**src/rtl/vga_sync_gen.sv**
```systemverilog
`default_nettype none
// ============================================================================
//  Module   : vga_sync_gen
//  Brief    : VGA timing generator with horizontal/vertical counters,
//             registered sync/active flags and line/frame start pulses.
//  Revision : 1.0 - initial release
// ============================================================================
module vga_sync_gen #(
  parameter int H_ACTIVE = 800,
  parameter int H_FP     = 40,
  parameter int H_SYNC   = 128,
  parameter int H_BP     = 88,
  parameter int V_ACTIVE = 600,
  parameter int V_FP     = 1,
  parameter int V_SYNC   = 4,
  parameter int V_BP     = 23,
  parameter bit SYNC_POL = 1'b1
) (
  input  logic        clk,
  input  logic        rst_n,
  input  logic        en,
  output logic [10:0] count_rgb,
  output logic [9:0]  reset_count_rgb,
  output logic        hsync,
  output logic        vsync,
  output logic        active,
  output logic        line_start,
  output logic        frame_start,
  output logic [7:0]  frame_cnt
);

  localparam logic [10:0] C_H_LAST   = 11'(H_ACTIVE + H_FP + H_SYNC + H_BP - 1);
  localparam logic [10:0] C_H_ACT    = 11'(H_ACTIVE);
  localparam logic [10:0] C_HS_START = 11'(H_ACTIVE + H_FP);
  localparam logic [10:0] C_HS_END   = 11'(H_ACTIVE + H_FP + H_SYNC - 1);
  localparam logic [9:0]  C_V_LAST   = 10'(V_ACTIVE + V_FP + V_SYNC + V_BP - 1);
  localparam logic [9:0]  C_V_ACT    = 10'(V_ACTIVE);
  localparam logic [9:0]  C_VS_START = 10'(V_ACTIVE + V_FP);
  localparam logic [9:0]  C_VS_END   = 10'(V_ACTIVE + V_FP + V_SYNC - 1);

  logic [10:0] h_q, h_d;
  logic [9:0]  v_q, v_d;
  logic        hs_q, hs_d;
  logic        vs_q, vs_d;
  logic        act_q, act_d;
  logic        ls_q, ls_d;
  logic        fs_q, fs_d;
  logic [7:0]  fc_q, fc_d;

  logic w_h_wrap;
  logic w_v_wrap;
  logic w_in_hs;
  logic w_in_vs;

  // Wrap on >= so an out-of-range count can never persist.
  assign w_h_wrap = (h_q >= C_H_LAST);
  assign w_v_wrap = (v_q >= C_V_LAST);
  assign w_in_hs  = (h_q >= C_HS_START) && (h_q <= C_HS_END);
  assign w_in_vs  = (v_q >= C_VS_START) && (v_q <= C_VS_END);

  always_comb begin
    h_d   = h_q;
    v_d   = v_q;
    hs_d  = hs_q;
    vs_d  = vs_q;
    act_d = act_q;
    ls_d  = 1'b0;
    fs_d  = 1'b0;
    fc_d  = fc_q;
    if (en) begin
      h_d = w_h_wrap ? 11'd0 : h_q + 11'd1;
      if (w_h_wrap) begin
        v_d = w_v_wrap ? 10'd0 : v_q + 10'd1;
      end
      if (w_h_wrap && w_v_wrap) begin
        fc_d = fc_q + 8'd1;
      end
      // Flags are decoded from the pre-edge count, giving a 1-clock lag.
      hs_d  = w_in_hs ? SYNC_POL : ~SYNC_POL;
      vs_d  = w_in_vs ? SYNC_POL : ~SYNC_POL;
      act_d = (h_q < C_H_ACT) && (v_q < C_V_ACT);
      ls_d  = (h_q == 11'd0);
      fs_d  = (h_q == 11'd0) && (v_q == 10'd0);
    end
  end

  always_ff @(posedge clk or negedge rst_n) begin
    if (!rst_n) begin
      h_q   <= 11'd0;
      v_q   <= 10'd0;
      hs_q  <= ~SYNC_POL;
      vs_q  <= ~SYNC_POL;
      act_q <= 1'b0;
      ls_q  <= 1'b0;
      fs_q  <= 1'b0;
      fc_q  <= 8'd0;
    end else begin
      h_q   <= h_d;
      v_q   <= v_d;
      hs_q  <= hs_d;
      vs_q  <= vs_d;
      act_q <= act_d;
      ls_q  <= ls_d;
      fs_q  <= fs_d;
      fc_q  <= fc_d;
    end
  end

  assign count_rgb       = h_q;
  assign reset_count_rgb = v_q;
  assign hsync           = hs_q;
  assign vsync           = vs_q;
  assign active          = act_q;
  assign line_start      = ls_q;
  assign frame_start     = fs_q;
  assign frame_cnt       = fc_q;

endmodule
`default_nettype wire

```
**config.mk**
```make
export PLATFORM = sky130hd
export DESIGN_NAME = vga_sync_gen
export DESIGN_NICKNAME = d
export VERILOG_FILES = /design/src/rtl/vga_sync_gen.sv
export SDC_FILE = /design/constraint.sdc
export NUM_CORES = 1
export LEC_CHECK = 0
export BUFFER_PORTS_ARGS = -buffer_cell sky130_fd_sc_hd__buf_4
export CAP_MARGIN = 20
export CORE_MARGIN = 5
export CORE_UTILIZATION = 55
export CTS_CLUSTER_DIAMETER = 60
export DETAILED_ROUTE_END_ITERATION = 10
export PLACE_DENSITY = 0.8
export SLEW_MARGIN = 15
export SYNTH_ARGS = -nofsm -noshare
export SYNTH_HDL_FRONTEND = slang
export SYNTH_SLANG_ARGS = --single-unit
```
**constraint.sdc**
```tcl
create_clock -name clk -period 2.65 [get_ports clk]
set_clock_uncertainty 0.1 [all_clocks]
set_input_delay 0.1325 -clock clk [delete_from_list [all_inputs] [get_ports clk]]
set_output_delay 0.1325 -clock clk [all_outputs]
set_load 0.02 [all_outputs]
```
Yosys cells after proc, flatten, opt, wreduce, memory -nomap -nowiden
Cells that the tools add are included.

word-level totals
  register bits = 34
  output and inout bits = 34
  logic and storage cells = 34

operators by class
  add/sub/neg operators = 3
  magnitude comparators = 8
  mux-type cells = 6
  reduce and logical (&&, ||, !) cells = 9

operators by type and width
  kind                                                          number
  >= comparator 10 bit, second input constant                   2
  adder 11 x 1 -> 11 bit, second input constant                 1
  >= comparator 11 x 10 -> 1 bit, second input constant         1
  >= comparator 11 bit, second input constant                   1
  <= comparator 11 x 10 -> 1 bit, second input constant         1
  logical NOT 11 bit                                            1
  less-than comparator 11 x 10 -> 1 bit, second input constant  1
  2-to-1 mux 11 bit                                             1
  adder 10 x 1 -> 10 bit, second input constant                 1
  <= comparator 10 bit, second input constant                   1
  logical NOT 10 bit                                            1
  less-than comparator 10 bit, second input constant            1
  2-to-1 mux 10 bit                                             1
  adder 8 x 1 -> 8 bit, second input constant                   1
  logical AND 1 bit                                             5
  2-to-1 mux 1 bit                                              4
  AND reduction 2 bit                                           2

Longest topological paths before layout
  depth after elaboration = 3
  depth in mapped cells = 6
  depth with buffers taken out = 6

Worst setup path before layout
No wires, ideal clock.

  path kind = flip-flop to flip-flop
  from = reg v_q[0], in the netlist reset_count_rgb[0]
  to = reg fc_q[1], in the netlist frame_cnt[1]
  library setup time = 0.125 ns
  arrival = 1.779 ns
  slack = 0.647 ns
  cell stages (with the launch flop) = 6
  buffers on the path = 0
  clock period less this slack = 2.003 ns
  cell sequence = dfrtp_1 -> ha_1 -> or3_4 -> a21o_4 -> nand3_1 -> mux2_2

on the way
  longest elaborated chain between the ends = 3

ends and longest elaborated chain
  item                                  line  source
  from (decl)                           42    logic [9:0] v_q, v_d;
  from (signal assigned)                99    v_q <= v_d;
  >= comparator 10 bit                  57    assign w_v_wrap = (v_q >= C_V_LAST);
  logical AND 1 bit                     75    if (w_h_wrap && w_v_wrap) begin
  AND reduction 2 bit (no source line)  --
  to (signal assigned)                  96    fc_q <= 8'd0;
  to (signal assigned)                  105   fc_q <= fc_d;
  to (decl)                             48    logic [7:0] fc_q, fc_d;

Every way passes these cells.
A chain may end at the register's enable or synchronous reset.

Worst setup path after layout
Ends and elaborated chain as after synthesis.

==> summary.txt <==
Mapped Nets: 221
Final setup TNS: 0 ns
Routed WL: 4660 um
Max_cap viols: 0
Hold_ws: 0.0832 ns
CTS tree: built
Port bufs: 36
Ratio of cells with drive above 1 in the final layout: 0.234
Data required, critical path: 2.72 ns
Global-route wire length before repair: 7870 um
Status: finished clean
Remaining DRCs: 0
Synth area leaders: dfrtp_1, ha_1, xnor2_1, nand4_1, nor2_1
Remaining global-route overflow: 0
Routed Antenna Nets: 0
Post-synth top area cell: dfrtp_1
Hpwl dp: 3280 um
Chip width: 70.7 um
Core area: 0.00361 sq mm
Most frequent cell after synthesis: dfrtp_1
Die Footprint: 0.00500 sq mm
Unique masters post-synth: 43
GRT Overall Usage: 0.193
Vias per cell: 5.91
RSZ-0062 raised after global routing: false
Clk buf depth: 2
Post-synth top cells: dfrtp_1, nor2_1, nand2_1
Yosys warns: 0
Worst VDD drop: 0.000574 V
First-pass iteration count of the detailed router: 5
I/O pin count: 37
Total number of vias: 1749
Worst path depth: 5
LEAKAGE: 1.10 nW
Crit-path max cell delay: 0.43 ns
Crit-path cells: ha_1 -> or3_4 -> a21o_4 -> nand3_1 -> mux2_2
Post-Synthesis Cells: 211
Synthesized area per cell: 9.61 sq um
Primary FF master, synth: dfrtp_1
Clock transition at path regs: 0.08 ns
1st-iter DRT viols: 197
Number of synthesized flops with an enable pin: 0
Post-synth ARST share: 1.00
Worst Tran Pin Value: 0.470 ns
Critical path's slowest cell: dfrtp_1
Vias in the first global route: 1663
Routed length per instance: 15.7 um
Setup violators final: 0
Max FO, Critical Path: 8
Non-filler cells, final: 296
Tmin final: 2.01 ns
Row count: 22
Worst Hold Depth: 2
Seq cells post-synth: 34
Sequential share of the synthesized area: 0.419
Final Cycle Share: 0.758
Worst Reg-to-Reg Cells: 5
Crit start category: flip-flop
CP delay by family, top: simple AND/OR/NAND/NOR gates
GPL Wtd Cong: 0.923
Root buf cell: clkbuf_8
Htree depth: 2
Fillers: 314
Tot Pwr: 1.54 mW
Slew Viols, Final: 0
Die height: 70.7 um
N_diodes: 0
Clock buffer count from CTS: 5
Buf/Inv on CP: 0
Nets@finish: 257
# clock sinks: 34
Syn-to-layout area delta: 18.9%
Pwr/cell area: 638 mW/mm^2
Inst Count DP: 287
Post-synthesis cell area: 0.00203 sq mm
Slew headroom: 0.686
WP data arrival: 2.08 ns
Post-CTS setup buffer count: 0
Critical Path Sink Type: flip-flop
WS Path Type: reg2reg
Clock Latency Late Sink: 0.28 ns
Starting Density: 0.562
Fin. Hold Viols: 0
Initial antenna violation count: 0
Worst hold path type: in2reg
Synth top area share: 0.419
Largest net degree at the start of global routing: 35
Peak Freq: 0.498 GHz
[final cells by class]
cell class              count  area [sq um]  share of cell area
flip-flops and latches     34           851               0.353
clock buffers               7          86.3              0.0358
inverters                  12          45.0              0.0187
clock inverters             1          5.00             0.00207
well taps                  48          60.1              0.0249
multi-input cells         156          1080               0.447
repair buffers             38           288               0.119
[state kept, by name, indices dropped and copies added, names as in the netlist]
signal	count
count_rgb	11
reset_count_rgb	10
frame_cnt	8
active	1
frame_start	1
hsync	1
line_start	1
vsync	1
[power breakdown]
| group | leakage, nW | internal [mW] | switching, mW |
|---|---|---|---|
| logic | 0.623 | 0.187 | 0.282 |
| registers | 0.430 | 0.567 | 0.0996 |
| clock network | 0.0482 | 0.210 | 0.194 |
[final timing paths]
| kind | slack [ns] | endpoint | from |
|---|---|---|---|
| worst max register to register | 0.64 | frame_cnt[1] | reset_count_rgb[0] |
| worst min-delay path | 0.08 | count_rgb[0] | en |
| max in group asynchronous | 1.90 | frame_cnt[2] | rst_n |
| min in group asynchronous | 0.23 | count_rgb[0] | rst_n |
| worst min register to register | 0.39 | frame_cnt[7] | frame_cnt[7] |
| worst max-delay path | 0.64 | frame_cnt[1] | reset_count_rgb[0] |
[placed cells by master (no fill, tap or decap), drive strengths merged, types with 6 or more instances in the layout]
cell type	n
xnor2	9
nor4	9
o21ai	8
clkbuf	7
dfrtp	34
ha	7
nand3	11
nand2	16
a22o	6
nor2	20
buf	37
nand4	12
inv	12
nor3	8
o211ai	6
[worst register-to-register path, stage by stage (launching register included)]
cell and delay [ns]:
dfrtp_1 0.43, ha_1 0.27, or3_4 0.37, a21o_4 0.25, nand3_1 0.13, mux2_2 0.35
[layer usage]
metal | GRT usage | vias up | wire length [um]
met4 | 0.0668 | 0 | 59
met2 | 0.311 | 49 | 2260
li1 | - | 840 | -
met3 | 0.0497 | 8 | 255
met5 | 0 | - | 0
met1 | 0.254 | 852 | 2080
[kinds of logic after synthesis]
| kind of cell | Yosys count | synth area share |
|---|---|---|
| simple gates | 95 | 0.271 |
| compound gates | 38 | 0.144 |
| flops | 34 | 0.419 |
| buf+inv | 21 | 0.0493 |
| xor+xnor | 13 | 0.0561 |
| fa+ha+maj | 7 | 0.0432 |
| mux | 3 | 0.0160 |
[repair_timing]
item | in CTS | in global routing
resized for setup | 0 | 0
hold endpoints to repair | 34 | 0
hold buffers | 1 | 0
[metrics by stage]
step | cell area [sq um] | util | setup slack [ns]
after detailed placement | 2310 | 0.641 | 0.666
after floorplan | 2030 | - | 0.647
final | 2410 | 0.669 | 0.642
after CTS | 2410 | 0.669 | 0.654
after global placement | 2310 | 0.641 | 0.711
after global routing | 2410 | 0.669 | 0.582
No activity file was read; power rests on OpenSTA's default activity.
